$ cat src/rtl/folded_threshold_voter.sv
// Folded threshold voter: decides popcount(x) >= THRESH over an N-bit vector
// by summing one W-bit chunk per clock. Valid/ready handshake on both sides.
// Optional build macro FOLDED_THRESHOLD_EARLY_EXIT_EN: leave the accumulate
// phase as soon as the decision can no longer change (variable latency).
module folded_threshold_voter #(
    parameter int unsigned N      = 43,
    parameter int unsigned W      = 8,
    parameter int unsigned THRESH = (N + 1) / 2
) (
    input  logic                       clk,
    input  logic                       rst_n,
    input  logic                       in_valid,
    output logic                       in_ready,
    input  logic [N-1:0]               x_i,
    output logic                       out_valid,
    input  logic                       out_ready,
    output logic                       y_o,
    output logic [$clog2(N+1)-1:0]     count_o
);

    localparam int unsigned NCH = (N + W - 1) / W;
    localparam int unsigned CW  = $clog2(N + 1);
    localparam int unsigned CW1 = CW + 1;
    localparam int unsigned IW  = (NCH > 1) ? $clog2(NCH) : 1;
    localparam int unsigned PW  = NCH * W;

    localparam logic [CW:0] THRESH_C = CW1'(THRESH);

    localparam logic [1:0] ST_IDLE = 2'd0;
    localparam logic [1:0] ST_ACC  = 2'd1;
    localparam logic [1:0] ST_DONE = 2'd2;

    logic [1:0]    state_q, state_d;
    logic [N-1:0]  vec_q, vec_d;
    logic [CW-1:0] acc_q, acc_d;
    logic [IW-1:0] idx_q, idx_d;
    logic          y_q, y_d;
    logic [CW-1:0] count_q, count_d;

    logic [PW-1:0] padded;
    logic [W-1:0]  chunk;
    logic [CW-1:0] chunk_cnt;
    logic [CW-1:0] acc_new;
    logic          at_thresh;
    logic          last_chunk;
    logic          exit_now;

    // Select the current chunk (zero-padded above N-1) and add its popcount
    always_comb begin
        padded              = '0;
        padded[N-1:0]       = vec_q;
        chunk               = padded[int'(idx_q) * W +: W];
        chunk_cnt           = '0;
        for (int b = 0; b < int'(W); b++) begin
            chunk_cnt = chunk_cnt + CW'(chunk[b]);
        end
        acc_new    = acc_q + chunk_cnt;
        at_thresh  = ({1'b0, acc_new} >= THRESH_C);
        last_chunk = (idx_q == IW'(NCH - 1));
    end

`ifdef FOLDED_THRESHOLD_EARLY_EXIT_EN
    int summed;
    int rem;
    logic below;

    // Decision is settled once the threshold is reached or even all remaining
    // bits set could not reach it
    always_comb begin
        summed   = (int'(idx_q) + 1) * int'(W);
        rem      = (summed >= int'(N)) ? 0 : int'(N) - summed;
        below    = (int'(acc_new) + rem) < int'(THRESH);
        exit_now = last_chunk || at_thresh || below;
    end
`else
    // Fixed latency: leave only after the last chunk
    always_comb begin
        exit_now = last_chunk;
    end
`endif

    // Next-state logic for the IDLE -> ACC -> DONE handshake sequence
    always_comb begin
        state_d = state_q;
        vec_d   = vec_q;
        acc_d   = acc_q;
        idx_d   = idx_q;
        y_d     = y_q;
        count_d = count_q;
        case (state_q)
            ST_IDLE: begin
                if (in_valid) begin
                    vec_d   = x_i;
                    acc_d   = '0;
                    idx_d   = '0;
                    state_d = ST_ACC;
                end
            end
            ST_ACC: begin
                acc_d = acc_new;
                idx_d = idx_q + 1'b1;
                if (exit_now) begin
                    // Output registers only ever change here
                    y_d     = at_thresh;
                    count_d = acc_new;
                    state_d = ST_DONE;
                end
            end
            ST_DONE: begin
                if (out_ready) begin
                    state_d = ST_IDLE;
                end
            end
            default: state_d = ST_IDLE;
        endcase
    end

    // State and datapath registers with asynchronous clear
    always_ff @(posedge clk or negedge rst_n) begin
        if (!rst_n) begin
            state_q <= ST_IDLE;
            vec_q   <= '0;
            acc_q   <= '0;
            idx_q   <= '0;
            y_q     <= 1'b0;
            count_q <= '0;
        end else begin
            state_q <= state_d;
            vec_q   <= vec_d;
            acc_q   <= acc_d;
            idx_q   <= idx_d;
            y_q     <= y_d;
            count_q <= count_d;
        end
    end

    // Handshake flags decode directly from the state register
    always_comb begin
        in_ready  = (state_q == ST_IDLE);
        out_valid = (state_q == ST_DONE);
        y_o       = y_q;
        count_o   = count_q;
    end

endmodule

$ cat config.mk
export PLATFORM = sky130hd
export DESIGN_NAME = folded_threshold_voter
export DESIGN_NICKNAME = d
export VERILOG_FILES = /design/src/rtl/folded_threshold_voter.sv
export SDC_FILE = /design/constraint.sdc
export NUM_CORES = 1
export LEC_CHECK = 0
export ABC_AREA = 1
export ABC_CLOCK_PERIOD_IN_PS = 4700
export CORE_MARGIN = 2
export CORE_UTILIZATION = 35
export CTS_CLUSTER_SIZE = 20
export DETAILED_ROUTE_END_ITERATION = 12
export GPL_TIMING_DRIVEN = 0
export REMOVE_ABC_BUFFERS = 1
export SLEW_MARGIN = 20
export SYNTH_ARGS = -nofsm -noshare
export SYNTH_HDL_FRONTEND = slang
export SYNTH_SLANG_ARGS = --single-unit
$ cat constraint.sdc
create_clock -name clk -period 4.7 [get_ports clk]
set_input_delay 0.94 -clock clk [delete_from_list [all_inputs] [get_ports clk]]
set_output_delay 0.94 -clock clk [all_outputs]
set_load 0.05 [all_outputs]
# Yosys cells after proc, flatten, opt, wreduce, memory -nomap -nowiden
# Index checks and enable logic that the tools add are counted.
# word_totals
output_inout_bits,9
input_bits,47
mem_bits_ro,0
n_memories,0
regBits,61
latch_bits,0
ram_bits,0
word_cells,37
# op_classes
shift,1
multipliers,0
bitwise,0
div,0
reduce_logical,6
addsub,9
magnitude_cmp,1
eq_ne,6
mux,8
# op_table
operator,n
48-bit by 7-bit indexed part select with 8-bit output,1
6-bit by 1-bit adder with 6-bit output,2
6-bit one-hot mux with 2 select lines,1
5-bit by 1-bit adder with 6-bit output,1
6-bit adder,1
"6-bit by 5-bit >= comparator with 1-bit output, second input constant",1
2-bit 2-to-1 mux,3
6-bit 2-to-1 mux,1
2-bit one-hot mux with 3 select lines,1
3-bit one-hot mux with 2 select lines,1
2-bit AND reduction,3
4-bit by 1-bit adder with 5-bit output,1
3-bit by 1-bit adder with 4-bit output,1
"2-bit inequality test, second input constant",2
2-bit by 1-bit adder with 3-bit output,1
"3-bit by 1-bit adder with 3-bit output, second input constant",1
"3-bit equality test, second input constant",1
3-bit 2-to-1 mux,1
3-bit AND reduction,1
1-bit by 1-bit adder with 2-bit output,1
"2-bit by 1-bit equality test with 1-bit output, second input constant",1
"2-bit equality test, second input constant",1
2-bit zero test,1
"2-bit by 1-bit inequality test with 1-bit output, second input constant",1
2-bit nonzero test,1

# Longest topological paths before layout
# Gate-level depths: netlist of run 1.
# logic_depth
word_depth,10
ltp_mapped,19
mapped_depth_nobuf,18

# Least setup slack after synthesis of run 1
# Ideal clock, no wire load.
# synth_path
path_type,register to register
from,reg idx_q[0]
to,reg y_q (netlist: y_o)
n_path_buf,2
slack_ps,587
arrival_time_ps,3987
period_less_slack_ps,4113
required_ps,4574
stages_incl_launch_ff,19
setup_time_ps,126
cell_sequence,dfrtp_1 -> clkbuf_2 -> inv_1 -> buf_2 -> o21ai_0 -> nand2_1 -> a2bb2oi_1 -> fa_1 -> fa_1 -> fa_1 -> inv_1 -> fa_1 -> fa_1 -> nand3_1 -> nand4_1 -> nand2_1 -> nor2_1 -> nand2_1 -> nand3_1
# synth_via
elab_chain_cells,10
word_cells_on_any_way,12
classes_between,8 x add/sub; 1 x order compare; 1 x eq/ne; 1 x shift; 1 x reduce/logical
# synth_lines
element,line_no,text
start: declaration,36,"logic [IW-1:0] idx_q, idx_d;"
start signal: assignment,131,idx_q <= idx_d;
48-bit by 7-bit indexed part select with 8-bit output,52,chunk = padded[int'(idx_q) * W +: W];
1-bit by 1-bit adder with 2-bit output,55,chunk_cnt = chunk_cnt + CW'(chunk[b]);
2-bit by 1-bit adder with 3-bit output,55,
3-bit by 1-bit adder with 4-bit output,55,
4-bit by 1-bit adder with 5-bit output,55,
5-bit by 1-bit adder with 6-bit output,55,
6-bit by 1-bit adder with 6-bit output (2 in a row),55,
6-bit adder,57,acc_new = acc_q + chunk_cnt;
6-bit by 5-bit >= comparator with 1-bit output,58,"at_thresh = ({1'b0, acc_new} >= THRESH_C);"
end signal: assignment,132,y_q <= y_d;
end: declaration,37,"logic y_q, y_d;"
# Several ways; a longest one is shown, not always the timed one.
# A chain may end at the register's enable or synchronous reset.

# Worst setup path in the final report of run 1
# Ends and elaborated chain as after synthesis.

==> run summary, run 1 <==
outcome - completed
R2R Path Start - idx_q[0]$_DFFE_PN0P_
multiplexer share of the synthesized area - 19.7%
Site Rows - 34
CP required - 4.96 ns
final core utilization - 46.5%
drt initial violations - 82
final worst path period share - 93.2%
deepest clock path buffer count - 2
initial antenna violation count - 0
Initial Utilization - 36.4%
RSZ-0062 raised after global routing - false
crit path launch - idx_q[0]$_DFFE_PN0P_
Nets - 417
remaining antenna violation count - 0
Synth Area in Adders - 6.28%
die height - 99.4 µm
IO Count - 56
Seq/Total Area, Yosys - 47.9%
GRT overflow - 0
H-tree levels - 3
Synth cell types - 29
Rel. slew slack - 45.4%
CTS clock-pin slew for the worst setup and hold paths - 0.07 ns
Pre-antenna DRT Iters - 4
routed vias - 2190
Top cell by count, worst path - fa_1
Wirelength per Cell - 13.8 µm
GRT Util Overall - 14.0%
Die X - 99.4 µm
DP HPWL - 4460 µm
Crit Path Max Fanout - 10
DR vias/cell - 4.66
Setup Crit Path Kind - flip-flop to flip-flop
Sink Count - 61
Layout area overhead - 27.8%
Max-Cap Viols - 0
core footprint - 8760 µm²
Slew Limit Fails - 0
Critical Path Max Stage Delay - 0.54 ns
fillers - 839
fin worst setup slack - 0.320 ns
Hold Fails Final Rpt - 0
DIE AREA - 9880 µm²
commonest non-fill, non-tap cell in the layout - nand2_1
largest net degree at the start of global routing - 47
Min Hold Slack - 0.488 ns
CP Launch Type - flip-flop
setup TNS - 0 ns
Syn Inst Count - 294
ant diodes - 0
synthesis-stage register bit count - 61
final worst path period need - 4.38 ns
CTS tree - built
root buffer cell - clkbuf_8
Synth Cell Area - 3190 µm²
DRC violations left - 0
Critical Path AT - 4.64 ns
number of global-route vias before repair - 2251
syn avg cell area - 10.8 µm²
fmax - 228 MHz
Worst-Skew Late Latency - 0.33 ns
dpl ws - -0.185 ns
complex-gate fraction of the synthesized area - 7.34%
Synth Area in XOR/XNOR - 0.275%
final setup fails - 0
CTS Buf Count - 9
most frequent cells in the layout - nand2_1, dfrtp_1, clkdlybuf4s50_1
YS warnings - 0
Worst-Margin Slew - 0.819 ns
worst min-delay path category - flip-flop to flip-flop
post-synthesis simple-gate area fraction - 13.1%
final WL - 6490 µm
main combinational cell family by area after synthesis - multiplexers
port bufs - 55
CP endpoint kind - flip-flop
CP Cell Sequence - buf_4 -> nor2_1 -> nor2_1 -> o21ai_0 -> nand2_1 -> a2bb2oi_1 -> fa_1 -> fa_1 -> fa_1 -> inv_1 -> fa_1 -> fa_1 -> nand3_1 -> nand3_1 -> nand2_1 -> nand2_1 -> nor2_1 -> nand2_1 -> nand3_1
worst hold start - count_o[4]$_DFFE_PN0P_
clk_skew - 0.00750 ns
RD Place Congestion - 0.808
CP max stage cell - fa_1
share of cells above drive strength 1 - 21.3%
global-route wire length before repair - 10900 µm
Hold Buf Count CTS - 0
cell families (layout without fill, tap and decap cells):
kind of cell / after synthesis / after routing
mux: 43 / 43
fa+ha+maj: 13 / 13
compound gates: 44 / 44
buf+inv: 35 / 103
xor+xnor: 1 / 1
flops: 61 / 61
simple gates: 97 / 97
cell type report:
| type | instances | area (µm²) | area share [%] |
|---|---|---|---|
| timing repair buffer | 63 | 621 | 15.2 |
| inverter | 24 | 96.3 | 2.37 |
| clock inverter | 5 | 50.0 | 1.23 |
| tap | 108 | 135 | 3.32 |
| multi-input combinational | 198 | 1490 | 36.7 |
| sequential | 61 | 1540 | 37.7 |
| clock buffer | 11 | 141 | 3.47 |
per-stage QoR:
step,cell area [µm²],instances
finish,4070,470
global route,4070,470
CTS,4000,463
detailed placement,3810,447
global placement,3790,446
floorplan,3100,283
synth_stat cells:
cell,n,area (µm²)
nand4_1,2,12.5
buf_4,1,7.51
fa_1,5,100
o21ai_1,2,10.0
mux2_2,5,56.3
dfrtp_1,61,1530
clkbuf_2,1,5.00
clkbuf_1,1,3.75
o21ai_0,28,140
inv_2,1,3.75
and2_1,1,6.26
mux2_4,38,571
nor2_1,15,56.3
nor2_4,2,22.5
nand3_1,15,75.1
nor2_2,1,6.26
inv_1,23,86.3
nand2_1,59,221
nand2_2,1,6.26
o22ai_1,3,18.8
buf_2,4,20.0
a32oi_1,1,8.76
o31ai_1,1,7.51
xor2_1,1,8.76
nand2_4,1,11.3
a21oi_1,8,40.0
a2bb2oi_1,1,8.76
buf_6,4,45.0
ha_1,8,100
worst paths after layout:
check	endpoint	slack [ns]	cells past startpoint
max	y_o$_DFFE_PN0P_	0.32	19
min	count_o[4]$_DFFE_PN0P_	0.49	2
max reg2reg	y_o$_DFFE_PN0P_	0.32	19
min reg2reg	count_o[4]$_DFFE_PN0P_	0.49	2
max in group asynchronous	idx_q[1]$_DFFE_PN0P_	3.67	2
min in group asynchronous	count_o[1]$_DFFE_PN0P_	0.51	1
layer usage:
metal	up-vias	part of all wire, %	track usage [%]
met2	42	47	23.2
met3	8	3.2	2.95
met5	-	0	0
li1	1102	-	-
met4	0	1.3	4.74
met1	1038	48	18.3
state kept, by name (all words and copies together) (netlist names):
name and cells:
acc_q 6, y_o 1, state_q 2, count_o 6
vec_q 43, idx_q 3
worst max-delay path: cells and delay by family (launching register included):
family / cells / cell delay (ns)
simple gates: 10 / 0.81
compound gates: 2 / 0.28
fa+ha+maj: 5 / 2.45
buf+inv: 2 / 0.25
flops: 1 / 0.53
what timing repair did:
action                     4_1_cts  5_1_grt
setup endpoints to repair        5        5
setup buffers                    0        7
pin swaps                        0        1
resized for setup                1        8
Power of run 1 is not shown: default switching activity piles up to over one toggle a cycle in this logic, so the estimate is an artifact.
==> inputs of run 2 (changes only) <==
- ABC_CLOCK_PERIOD_IN_PS: 4700 -> unset
- CORE_MARGIN: 2 -> 4
- HOLD_SLACK_MARGIN: unset -> 0.02
==> run 2 against run 1 <==
  * First-iteration DRC count is 21% lower
  * Sequential share of layout area hardly changed
  * Final cell count stayed put
  * Critical path depth is 3 lower
  * Clock-buffer cell count is 1 higher
==> run summary, run 2 (same netlist as run 1, synthesis figures left out) <==
Critical Path AT - 4.57 ns
number of global-route vias before repair - 2237
CP Launch Type - flip-flop
Slew Limit Fails - 0
Hold Fails Final Rpt - 0
Wirelength per Cell - 14.1 µm
Initial Utilization - 36.2%
drt initial violations - 65
initial antenna violation count - 0
largest net degree at the start of global routing - 52
Max-Cap Viols - 0
Sink Count - 61
Worst R2R Setup Slack - 0.35 ns
root buffer cell - clkbuf_8
deepest clock path buffer count - 2
commonest non-fill, non-tap cell in the layout - nand2_1
CTS tree - built
clk_skew - 0.00653 ns
Crit Path Max Fanout - 10
GRT Util Overall - 13.6%
routed vias - 2239
Pre-antenna DRT Iters - 4
worst r2r path cells - 16
R2R Path Start - idx_q[2]$_DFFE_PN0P_
Nets - 417
Worst-Skew Late Latency - 0.33 ns
port bufs - 55
Site Rows - 34
DR vias/cell - 4.76
share of cells above drive strength 1 - 21.3%
largest register by flop count - vec_q
Top cell by count, worst path - fa_1
DP HPWL - 4590 µm
Layout area overhead - 27.5%
H-tree levels - 3
final worst path period share - 92.6%
number of flip-flops under the largest register name - 43
RR Endpoint - y_o$_DFFE_PN0P_
final setup fails - 0
outcome - completed
worst path bufs/invs - 2
core footprint - 8810 µm²
Setup Crit Path Kind - flip-flop to flip-flop
Critical Path Max Stage Delay - 0.54 ns
RD Place Congestion - 0.851
Hold Buf Count CTS - 0
CTS Buf Count - 9
CP Cell Sequence - inv_1 -> nor2_4 -> o21ai_0 -> a2bb2oi_1 -> fa_1 -> fa_1 -> fa_1 -> inv_1 -> fa_1 -> fa_1 -> nand3_1 -> nand4_1 -> nand2_1 -> nor2_1 -> nand2_1 -> nand3_1
RSZ-0062 raised after global routing - false
final WL - 6630 µm
die height - 103 µm
Die X - 103 µm
CP required - 4.92 ns
CP delay by family, top - adder cells
IO Count - 56
Min Hold Slack - 0.443 ns
ant diodes - 0
non-filler instance count after layout - 470
CP max stage cell - fa_1
fmax - 230 MHz
GRT overflow - 0
global-route wire length before repair - 11100 µm
Placed Cells - 447
worst min-delay path category - input port to asynchronous set/reset pin
CTS clock-pin slew for the worst setup and hold paths - 0.07 ns
most frequent cells in the layout - nand2_1, dfrtp_1, clkdlybuf4s50_1
CP endpoint kind - flip-flop
Worst-Margin Slew - 0.845 ns
final worst path period need - 4.35 ns
DIE AREA - 10700 µm²
DRC violations left - 0
remaining antenna violation count - 0
Rel. slew slack - 43.6%
run 2: cell count changes in the layout (fill, tap and decap cells not counted), sizes merged:
cell      previous run  this run
bufinv               1         0
clkinvlp             1         2
clkbuf              11        12
clkinv               4         3
run 2: cell type report:
class | instances | area, µm²
Sequential cell | 61 | 1530
Inverter | 24 | 96.3
Clock inverter | 4 | 22.5
Multi-Input combinational cell | 198 | 1490
Tap cell | 108 | 135
Fill cell | 835 | 4740
Clock buffer | 12 | 155
Timing Repair Buffer | 63 | 628
run 2: what timing repair did:
action / in CTS / in global routing
resized for setup: 1 / 7
endpoints found under the setup margin: 5 / 5
buffers inserted: 0 / 7
run 2: worst register-to-register path, delay by kind of cell (launching register included):
kind                       cells  cell delay (ns)
adders and majority gates      5             2.48
and+or+nand+nor                7             0.76
DFF                            1             0.46
AOI/OAI and AO/OA              2             0.28
buffers and inverters          2             0.25
run 2: layer usage:
| metal | vias to the layer above | part of all wire [%] | global-route usage [%] | routed length [µm] |
|---|---|---|---|---|
| met1 | 1065 | 51 | 20.4 | 3360 |
| met5 | - | 0 | 0 | 0 |
| met3 | 11 | 5.2 | 3.09 | 347 |
| met4 | 0 | 1.7 | 5.08 | 113 |
| li1 | 1114 | - | - | - |
| met2 | 49 | 42 | 19.0 | 2810 |
run 2: metrics by stage:
stage	worst slack [ns]	setup TNS, ns	area [µm²]	util [%]
floorplan	0.496	0	3100	-
global placement	-0.227	-0.727	3790	43.0
detailed placement	-0.212	-0.697	3810	43.3
CTS	0.0652	0	3990	45.4
global route	0.00193	0	4060	46.1
finish	0.347	0	4060	46.1
run 2: how the worst max path moves through the flow:
stage	from	end	slack, ns	depth (start not counted)
2_1_floorplan	idx_q[0]$_DFFE_PN0P_	y_o$_DFFE_PN0P_	0.50	16
3_3_place_gp	idx_q[0]$_DFFE_PN0P_	y_o$_DFFE_PN0P_	-0.23	16
3_5_place_dp	idx_q[0]$_DFFE_PN0P_	y_o$_DFFE_PN0P_	-0.21	16
4_1_cts	idx_q[0]$_DFFE_PN0P_	y_o$_DFFE_PN0P_	0.07	16
5_1_grt	idx_q[2]$_DFFE_PN0P_	y_o$_DFFE_PN0P_	0.002	17
6_report	idx_q[2]$_DFFE_PN0P_	y_o$_DFFE_PN0P_	0.35	16
Power of run 2 is left out for the same reason.
